==> config.mk <==
export PLATFORM = sky130hd
export DESIGN_NAME = calc_memory_unit
export DESIGN_NICKNAME = d
export VERILOG_FILES = /design/src/rtl/calc_pkg.sv /design/src/rtl/key_debounce.sv /design/src/rtl/calc_memory_unit.sv
export SDC_FILE = /design/constraint.sdc
export NUM_CORES = 1
export LEC_CHECK = 0
export BUFFER_PORTS_ARGS = -buffer_cell sky130_fd_sc_hd__clkbuf_2
export CORE_UTILIZATION = 61
export DETAILED_ROUTE_END_ITERATION = 8
export PLACE_DENSITY = 0.78
export SYNTH_ARGS = -nofsm -noshare
export SYNTH_HDL_FRONTEND = slang
export SYNTH_SLANG_ARGS = --single-unit
==> constraint.sdc <==
create_clock -name clk -period 2.7 [get_ports clk]
set_input_delay 0.405 -clock clk [delete_from_list [all_inputs] [get_ports clk]]
set_output_delay 0.405 -clock clk [all_outputs]
set_load 0.01 [all_outputs]
==> src/rtl/calc_pkg.sv <==
// Shared constants and types for the calculator memory unit.
package calc_pkg;

  localparam int CALC_WIDTH = 8;

  // Push-button positions within key_n.
  localparam int KEY_MPLUS  = 0;
  localparam int KEY_MMINUS = 1;
  localparam int KEY_MR     = 2;
  localparam int KEY_MC     = 3;

  typedef enum logic [1:0] {
    OP_NONE,
    OP_MC,
    OP_MPLUS,
    OP_MMINUS
  } mem_op_e;

  // Picks a single memory write when several keys fire together: MC > M+ > M-.
  // MR is not a memory write and is handled separately.
  function automatic mem_op_e select_op(input logic [3:0] ev);
    mem_op_e op;
    op = OP_NONE;
    if (ev[KEY_MC])          op = OP_MC;
    else if (ev[KEY_MPLUS])  op = OP_MPLUS;
    else if (ev[KEY_MMINUS]) op = OP_MMINUS;
    return op;
  endfunction

endpackage

==> src/rtl/key_debounce.sv <==
// One push-button: 2-flop synchronizer, stable-count debouncer and
// press (1->0) edge detector on the debounced level.
module key_debounce #(
  parameter int DEBOUNCE_CYCLES = 500000
) (
  input  logic clk,
  input  logic reset,
  input  logic key_n_raw,
  output logic press_pulse,
  output logic level
);

  localparam int CW = (DEBOUNCE_CYCLES > 1) ? $clog2(DEBOUNCE_CYCLES) : 1;
  localparam logic [CW-1:0] CNT_MAX = CW'(DEBOUNCE_CYCLES - 1);

  logic          sync1_q, sync2_q;
  logic          level_q, level_d;
  logic [CW-1:0] cnt_q, cnt_d;
  logic [1:0]    settle_q;
  logic          armed_q, armed_d;
  logic          pulse_q, pulse_d;

  // Debounce counter, level update and press detection. A key is only
  // armed once it has been seen released after reset, so a key held
  // through reset cannot produce a spurious press.
  always_comb begin
    level_d = level_q;
    cnt_d   = '0;
    if (sync2_q != level_q) begin
      if (cnt_q == CNT_MAX) begin
        level_d = sync2_q;
      end else begin
        cnt_d = cnt_q + 1'b1;
      end
    end
    // settle_q[1] marks the first cycle where sync2_q reflects the real pin.
    armed_d = armed_q | (settle_q[1] & sync2_q & level_q);
    pulse_d = armed_q & level_q & ~level_d;
  end

  // State registers; reset leaves everything in the released state.
  always_ff @(posedge clk) begin
    if (reset) begin
      sync1_q  <= 1'b1;
      sync2_q  <= 1'b1;
      level_q  <= 1'b1;
      cnt_q    <= '0;
      settle_q <= 2'b00;
      armed_q  <= 1'b0;
      pulse_q  <= 1'b0;
    end else begin
      sync1_q  <= key_n_raw;
      sync2_q  <= sync1_q;
      level_q  <= level_d;
      cnt_q    <= cnt_d;
      settle_q <= {settle_q[0], 1'b1};
      armed_q  <= armed_d;
      pulse_q  <= pulse_d;
    end
  end

  assign press_pulse = pulse_q;
  assign level       = level_q;

endmodule

==> src/rtl/calc_memory_unit.sv <==
// Calculator memory (M+, M-, MR, MC) driven by debounced push-buttons,
// with a saturating memory register and a registered display mux.
module calc_memory_unit
  import calc_pkg::*;
#(
  parameter int WIDTH           = CALC_WIDTH,
  parameter int DEBOUNCE_CYCLES = 500000
) (
  input  logic             clk,
  input  logic             reset,
  input  logic [WIDTH-1:0] result_in,
  input  logic [3:0]       key_n,
  output logic [WIDTH-1:0] mem_value,
  output logic [WIDTH-1:0] display_value,
  output logic             recall_active,
  output logic             sat_flag,
  output logic             op_done
);

  logic [3:0]       key_ev;
  logic [3:0]       key_level;
  mem_op_e          op;
  logic [WIDTH:0]   sum;
  logic [WIDTH-1:0] mem_q, mem_d;
  logic [WIDTH-1:0] disp_q, disp_d;
  logic             recall_q, recall_d;
  logic             sat_q, sat_d;
  logic             done_q, done_d;

  genvar gi;
  generate
    for (gi = 0; gi < 4; gi++) begin : g_key
      key_debounce #(
        .DEBOUNCE_CYCLES(DEBOUNCE_CYCLES)
      ) u_key (
        .clk        (clk),
        .reset      (reset),
        .key_n_raw  (key_n[gi]),
        .press_pulse(key_ev[gi]),
        .level      (key_level[gi])
      );
    end
  endgenerate

  // Memory arithmetic, recall toggle and display selection for this cycle.
  always_comb begin
    op       = select_op(key_ev);
    sum      = {1'b0, mem_q} + {1'b0, result_in};
    mem_d    = mem_q;
    sat_d    = sat_q;
    case (op)
      OP_MC: begin
        mem_d = '0;
        sat_d = 1'b0;
      end
      OP_MPLUS: begin
        if (sum[WIDTH]) begin
          mem_d = '1;
          sat_d = 1'b1;
        end else begin
          mem_d = sum[WIDTH-1:0];
          sat_d = 1'b0;
        end
      end
      OP_MMINUS: begin
        if (result_in > mem_q) begin
          mem_d = '0;
          sat_d = 1'b1;
        end else begin
          mem_d = mem_q - result_in;
          sat_d = 1'b0;
        end
      end
      default: ;
    endcase
    recall_d = recall_q ^ key_ev[KEY_MR];
    done_d   = |key_ev;
    disp_d   = recall_d ? mem_d : result_in;
  end

  // Output registers.
  always_ff @(posedge clk) begin
    if (reset) begin
      mem_q    <= '0;
      disp_q   <= '0;
      recall_q <= 1'b0;
      sat_q    <= 1'b0;
      done_q   <= 1'b0;
    end else begin
      mem_q    <= mem_d;
      disp_q   <= disp_d;
      recall_q <= recall_d;
      sat_q    <= sat_d;
      done_q   <= done_d;
    end
  end

  assign mem_value     = mem_q;
  assign display_value = disp_q;
  assign recall_active = recall_q;
  assign sat_flag      = sat_q;
  assign op_done       = done_q;

endmodule
# Word-level counts from Yosys, hierarchy flattened
# Index checks and enable logic that the tools add are counted.
dict set report word_totals {
  ff_bits 123
  input_bits 14
  out_inout_bits 19
}
dict set report op_classes {
  n_addsub 6
  magnitude_cmp 1
  n_eq_ne 11
  muxes 22
  bitwise_logic 29
  n_reduce_logical 6
}
# operator n
set ops {}
lappend ops {{$add 19x1->19 const B} 4}
lappend ops {{$eq 19x19->1 const B} 4}
lappend ops {{$mux 8} 3}
lappend ops {{$pmux 8 s3} 1}
lappend ops {{$and 1x1->1} 16}
lappend ops {{$mux 1} 14}
lappend ops {{$reduce_or 3->1} 4}
lappend ops {{$add 8x8->9} 1}
lappend ops {{$gt 8x8->1} 1}
lappend ops {{$not 1->1} 8}
lappend ops {{$sub 8x8->8} 1}
lappend ops {{$mux 2} 3}
lappend ops {{$eq 2x2->1 const B} 2}
lappend ops {{$ne 1x1->1} 4}
lappend ops {{$or 1x1->1} 4}
lappend ops {{$reduce_or 4->1} 1}
lappend ops {{$pmux 1 s3} 1}
lappend ops {{$reduce_bool 3->1} 1}
lappend ops {{$eq 2x1->1 const B} 1}
lappend ops {{$xor 1x1->1} 1}

# Longest topological paths before layout
# Gate-level depths: netlist (run 1).
dict set report logic_depth {
  ltp_word 6
  mapped_depth 9
  ltp_nobuf 9
}

# By module
# From an unflattened synthesis (run 1), not the netlist that was laid out.
dict set report unflattened {
  hier_cells 671
  area_unflattened_um2 6253.5
}
# module instances cells_per_inst area_per_inst_um2 seq_area_each_um2
set modules_own_cells {}
lappend modules_own_cells {key_debounce 4 118 1122.3 520.5}
lappend modules_own_cells {calc_memory_unit 1 199 1764.2 380.4}

# Worst setup path after synthesis (run 1)
# No wires, ideal clock.
dict set report synth_path {
  path_kind {flip-flop to flip-flop}
  from {register mem_q[0] (netlist: mem_value[0])}
  to {register disp_q[2] (netlist: display_value[2])}
  setup_ns 0.103
  t_arrival_ns 2.161
  required_ns 2.597
  setup_slack_ns 0.436
  path_stages_with_launch 10
  n_path_buf 0
  cell_sequence {dfxtp_1 -> inv_1 -> ha_1 -> fa_1 -> nand3b_1 -> a21oi_1 -> o21ai_2 -> o21ai_0 -> a21oi_1 -> a2111oi_2}
}
dict set report synth_via {
  elab_chain_len 4
}
# element line
set synth_rtl {}
lappend synth_rtl {{from (decl)} calc_memory_unit.sv:24} ;# logic [WIDTH-1:0] mem_q, mem_d;
lappend synth_rtl {{from (signal assigned)} calc_memory_unit.sv:90} ;# mem_q <= mem_d;
lappend synth_rtl {{$sub 8x8->8 (tied with other cells)} calc_memory_unit.sv:70} ;# mem_d = mem_q - result_in;
lappend synth_rtl {{$mux 8 (on tied branches)} {calc_memory_unit.sv:66, calc_memory_unit.sv:57}}
lappend synth_rtl {{$pmux 8 s3 *} calc_memory_unit.sv:51} ;# case (op)
lappend synth_rtl {{$mux 8 *} calc_memory_unit.sv:78} ;# disp_d = recall_d ? mem_d : result_in;
lappend synth_rtl {{to (signal assigned)} calc_memory_unit.sv:91} ;# disp_q <= disp_d;
lappend synth_rtl {{to (decl)} calc_memory_unit.sv:25} ;# logic [WIDTH-1:0] disp_q, disp_d;
# Every way passes the cells marked *; elsewhere a longest branch is shown, timed or not.
# A chain may end at the register's enable or synchronous reset.

# Worst setup path in the final report (run 1)
dict set report layout_path {
  from {register mem_q[7] (netlist: mem_value[7])}
  to {register disp_q[2] (netlist: display_value[2])}
}
dict set report layout_via {
  elab_chain_len 4
}
# element line
set layout_rtl {}
lappend layout_rtl {{$add 8x8->9 / $gt 8x8->1 (equally long branches)} {calc_memory_unit.sv:48, calc_memory_unit.sv:66}}
lappend layout_rtl {{$mux 8 (on tied branches)} {calc_memory_unit.sv:57, calc_memory_unit.sv:66}}
lappend layout_rtl {{$pmux 8 s3 *} calc_memory_unit.sv:51}
lappend layout_rtl {{$mux 8 *} calc_memory_unit.sv:78}
# Marks and branches as above.

==> impl_metrics.json, run 1 <==
{
  "ant_nets": 0,
  "max_cap_violations": 0,
  "design_area_um2": 6429,
  "core.rowCount": 34,
  "dpl.hpwl_um": 8554,
  "vias": 4640,
  "worstSkewPairLatency_ps": 510,
  "yosysTopAreaCellShare_pct": 41.94,
  "synth_most_common_cell": "dfxtp_1",
  "drt_iter0_drc": 262,
  "ys_seq_area_share_pct": 41.94,
  "routed_via_density": 5.778,
  "grt_pass1_vias": 4590,
  "post-route-drc-count": 0,
  "core_um2": 8806,
  "synth_nets": 680,
  "synth_area_um2": 5584,
  "diodes": 0,
  "worstMarginPinSlew_ps": 633.7,
  "cts_setup_buffers": 0,
  "ir_drop_mv": 0.4442,
  "cts_tree": "done",
  "cts_root_buffer": "clkbuf_8",
  "grtUsageTotal_pct": 27.38,
  "die_area_um2": 9540,
  "io_pins": 33,
  "ys_warn_count": 0,
  "layout.nets": 718,
  "synth_edf_count": 0,
  "antenna_found_initial": 0,
  "ys_seq_elements": 117,
  "start_util_pct": 63.41,
  "finalWorstPathRequiredPeriod_ps": 2509,
  "arrival_ps": 2900,
  "fin_crit_sh_pct": 92.93,
  "finalWirelength_um": 12290,
  "async_flop_share_pct": 0,
  "area_delta_synth_final_pct": 15.12,
  "cts-buffers-inserted": 17,
  "grt_max_degree": 31,
  "io_buffers": 32,
  "dieWidth_um": 97.68,
  "hold_slack_ps": 82.43,
  "crit_fanout": 10,
  "timing.final.ws_setup_ps": 190.9,
  "cp.required_ps": 3100,
  "status": "finished, final reports clean",
  "place_congestion": 0.8941,
  "powerDensity_nw_per_um2": 643.2,
  "wire_per_inst_um": 15.30,
  "max_clock_freq_mhz": 398.6,
  "synth_top_area_cell": "dfxtp_1",
  "ys_types": 62,
  "finClkSkew_ps": 8.272,
  "place_area_um2": 5827,
  "avgSynthCellArea_um2": 8.671,
  "ys_top_cells_by_area": "dfxtp_1 (42%), nor2_1 (7.6%), xor2_1 (7.1%)",
  "synthTopCellsByCount": "dfxtp_1 (117), nor2_1 (113), nand2_1 (48)",
  "fill_cells": 654,
  "crit_type": "reg -> reg",
  "grt_pass1_wl_um": 21110,
  "hp-class": "in -> reg",
  "p_leak_nw": 2.400,
  "relSlewSlack_pct": 57.75,
  "syn_inst": 644,
  "critical_path.endpoint_type": "flop",
  "place_ws_ps": 39.29,
  "finalSetupViolCount": 0,
  "gr-total-overflow": 0,
  "tns_ps": 0,
  "cts.sinks": 117,
  "clkTransAtPathRegs_ps": 60,
  "fp.dieH_um": 97.68,
  "drive_above_1_share_pct": 12.66,
  "finalHoldViolCount": 0,
  "final-max-slew-violation-count": 0,
  "cts_buffer_depth": 2,
  "power.total_mw": 4.135,
  "htree_levels": 4,
  "firstDrtPassIters": 5,
  "synth_ff_type": "dfxtp_1",
  "start_kind": "flop"
}
==> report_power, final <==
| part | leakage [nW] | switching, mW | internal [mW] |
|---|---|---|---|
| clock | 0.287 | 0.791 | 1.46 |
| sequential | 0.948 | 0.00989 | 1.75 |
| combinational | 1.16 | 0.0767 | 0.0479 |
==> sequential cells by signal (all words and copies together) (netlist names), 4 cells and up <==
signal                   cells
g_key.u_key.cnt_q           76
display_value                8
mem_value                    8
g_key.u_key.armed_q          4
g_key.u_key.level            4
g_key.u_key.press_pulse      4
g_key.u_key.sync1_q          4
g_key.u_key.sync2_q          4
==> through the flow <==
step / instances / utilization (%)
after floorplan: 644 / -
after global placement: 771 / 66.17
after detailed placement: 771 / 66.17
after CTS: 803 / 72.96
after global routing: 803 / 73.00
final: 803 / 73.00
==> cell usage in the layout, fill, tap and decap left out, types with 12 or more instances in the layout <==
cell type / Yosys / routed
a21oi_1: 19 / 18
and3_1: 15 / 15
clkbuf_16: 0 / 16
clkbuf_2: 0 / 32
dfxtp_1: 117 / 117
ha_1: 20 / 20
inv_1: 24 / 24
nand2_1: 48 / 48
nand3_1: 39 / 39
nor2_1: 113 / 113
nor3_1: 14 / 14
o21ai_0: 13 / 12
xnor2_1: 27 / 27
xor2_1: 45 / 45
==> final timing paths <==
path	startpoint	end	slack [ps]	depth (start not counted)
worst max-delay path	mem_value[7]	display_value[2]	190	7
worst min-delay path	key_n[0]	g_key[0].u_key.sync1_q	80	2
worst max register to register	mem_value[7]	display_value[2]	190	7
worst min register to register	g_key[1].u_key.sync1_q	g_key[1].u_key.sync2_q	410	1
==> worst max-delay path, stage by stage (launching register included) <==
cell       delay [ps]
dfxtp_1           350
ha_1              480
inv_1             180
o31ai_2           430
o21ai_2           210
o211ai_1          260
a21oi_1           120
a2111oi_2         360
==> area by class of cell <==
type,count,area (µm²),area share (%)
clock buffers,22,452.9,7.046
repair buffers,39,212.7,3.309
inverters,24,90.09,1.401
well taps,108,135.1,2.102
multi-input cells,483,3050,47.45
clock inverters,10,145.1,2.258
flip-flops and latches,117,2342,36.43
==> per-layer routing <==
metal / global-route usage (%) / up-vias / share of wire (%)
li1: - / 2299 / -
met1: 33.91 / 2184 / 44
met2: 45.99 / 134 / 49
met3: 6.403 / 23 / 5.3
met4: 10.72 / 0 / 1.8
met5: 0 / - / 0
==> kinds of logic (layout without fill, tap and decap cells) <==
group | count (synthesis) | after routing | synth area share (%)
muxes | 4 | 4 | 0.7170
adders and majority gates | 22 | 22 | 5.198
AOI/OAI and AO/OA | 75 | 75 | 9.680
and+or+nand+nor | 310 | 310 | 27.67
xor gates and xnor gates | 72 | 72 | 11.29
DFF | 117 | 117 | 41.94
buffers and inverters | 44 | 95 | 3.495
==> repair_timing <==
| item | CTS | global route |
|---|---|---|
| gates resized for setup | 0 | 2 |
| hold buffers | 0 | 0 |
| setup endpoints to repair | 0 | 1 |
Note: power is estimated with default switching activity, not from simulation.
==> run 2: changes to the inputs <==
- GPL_TIMING_DRIVEN: not set -> 0
==> run 2 against run 1 <==
Net effect: worst hold slack lost 1.9 ps; first-iteration DRC count fell by 16%; critical path type unchanged; largest cell class unchanged; global-route usage is 0.075 points higher.
==> impl_metrics.json, run 2 (synthesis gave the netlist of run 1 again) <==
{
  "r2r_start": "mem_value[0]",
  "wire_per_inst_um": 15.12,
  "slowest_delay_ps": 460,
  "crit_type": "reg -> reg",
  "core_um2": 8806,
  "r2r_end": "display_value[3]",
  "timing.final.ws_setup_ps": 87.93,
  "clkTransAtPathRegs_ps": 60,
  "firstDrtPassIters": 4,
  "dp.cells": 784,
  "gr-total-overflow": 0,
  "p_leak_nw": 2.422,
  "crit_fanout": 6,
  "tns_ps": 0,
  "cts_root_buffer": "clkbuf_8",
  "finalHoldViolCount": 0,
  "final-max-slew-violation-count": 0,
  "max_cap_violations": 0,
  "drt_iter0_drc": 219,
  "drive_above_1_share_pct": 13.84,
  "vias": 4724,
  "critical_path.endpoint_type": "flop",
  "arrival_ps": 3000,
  "cp_slowest_cell": "o31ai_4",
  "finalWirelength_um": 12340,
  "cts_buffer_depth": 2,
  "status": "finished, final reports clean",
  "layout.nets": 732,
  "design_area_um2": 6476,
  "grt_pass1_wl_um": 21180,
  "core.rowCount": 34,
  "dpl.hpwl_um": 8300,
  "cts-buffers-inserted": 17,
  "holdPathStages": 2,
  "max_clock_freq_mhz": 382.8,
  "cts_tree": "done",
  "regMostFlops": "g_key.u_key.cnt_q",
  "fin_crit_sh_pct": 96.74,
  "io_buffers": 32,
  "fin_cells": 816,
  "worstSkewPairLatency_ps": 510,
  "grtUsageTotal_pct": 27.45,
  "hold_slack_ps": 80.49,
  "finalSetupViolCount": 0,
  "post-route-drc-count": 0,
  "place_ws_ps": 8.930,
  "routed_via_density": 5.789,
  "finClkSkew_ps": 9.182,
  "dieWidth_um": 97.68,
  "use_met2_pct": 47.52,
  "area_delta_synth_final_pct": 15.98,
  "io_pins": 33,
  "mostFrequentLayoutCells": "dfxtp_1 (117), nor2_1 (113), nand2_1 (48)",
  "hold_end": "g_key[0].u_key.sync1_q",
  "rr_worst_depth": 8,
  "place_area_um2": 5879,
  "met1_usage_pct": 32.68,
  "finalWorstPathRequiredPeriod_ps": 2612,
  "min_from": "key_n[0]",
  "layout_commonest_cell": "dfxtp_1",
  "ant_nets": 0,
  "relSlewSlack_pct": 37.74,
  "diodes": 0,
  "place_congestion": 0.9173,
  "start_kind": "flop",
  "htree_levels": 4,
  "powerDensity_nw_per_um2": 630.6,
  "die_area_um2": 9540,
  "fp.dieH_um": 97.68,
  "crit_chain": "ha_1, fa_1, nand2b_1, a211oi_4, o31ai_4, nand2_2, a211oi_1, o31ai_1",
  "grt_max_degree": 17,
  "hp-class": "in -> reg",
  "grt_util_met3_pct": 7.482,
  "start_util_pct": 63.41,
  "rsz0062_at_grt": "no",
  "worstMarginPinSlew_ps": 927.2,
  "cts.sinks": 117,
  "largest_reg_flops": 76,
  "grt_pass1_vias": 4692,
  "ff2ff_setup_slack_ps": 90,
  "grt.busiest_layer": "met2",
  "ir_drop_mv": 0.3874,
  "antenna_found_initial": 0,
  "cp.required_ps": 3090
}
run 2: worst max-delay path by stage:
stage                       from                to  slack (ps)
floorplan           mem_value[0]  display_value[2]         440
global placement    result_in[0]  display_value[3]           2
detailed placement  result_in[0]  display_value[3]           9
CTS                 mem_value[0]  display_value[2]         140
global route        mem_value[0]  display_value[3]           6
finish              mem_value[0]  display_value[3]          90
run 2: layout make-up:
class                   count  area, µm²
repair buffers             33      167.7
inverters                  24      90.09
clock inverters            13      155.1
multi-input cells         483       3053
well taps                 108      135.1
plain buffers              20      105.1
fillers                   655       2330
flip-flops and latches    117       2342
clock buffers              18      427.9
run 2: through the flow:
| stage | util, % | power [mW] |
|---|---|---|
| after floorplan | - | 1.874 |
| after global placement | 66.77 | 1.914 |
| after detailed placement | 66.77 | 1.918 |
| after CTS | 73.39 | 4.105 |
| after global routing | 73.54 | 4.203 |
| final | 73.54 | 4.084 |
run 2: timing repair:
item | CTS | global route
setup endpoints to repair | 0 | 1
hold endpoints to repair | 0 | 0
hold buffers | 0 | 0
buffers inserted | 0 | 1
resized for setup | 0 | 3
run 2: report_power, final:
part | internal (mW) | leakage [nW] | total, mW | switching [mW]
Combinational | 0.0506 | 1.19 | 0.128 | 0.0777
Sequential | 1.75 | 0.948 | 1.76 | 0.00975
Clock | 1.42 | 0.283 | 2.20 | 0.780
Total | 3.22 | 2.42 | 4.08 | 0.868
run 2: per-layer routing:
| metal | part of all wire (%) | wire (µm) |
|---|---|---|
| met1 | 43 | 5358 |
| met2 | 50 | 6144 |
| met3 | 5.1 | 633 |
| met4 | 1.7 | 204 |
| met5 | 0 | 0 |
run 2: critical path: cells and delay by family (launching register included):
kind | cells | cell delay [ps]
compound gates | 4 | 1050
fa+ha+maj | 2 | 650
simple gates | 2 | 440
flops | 1 | 340
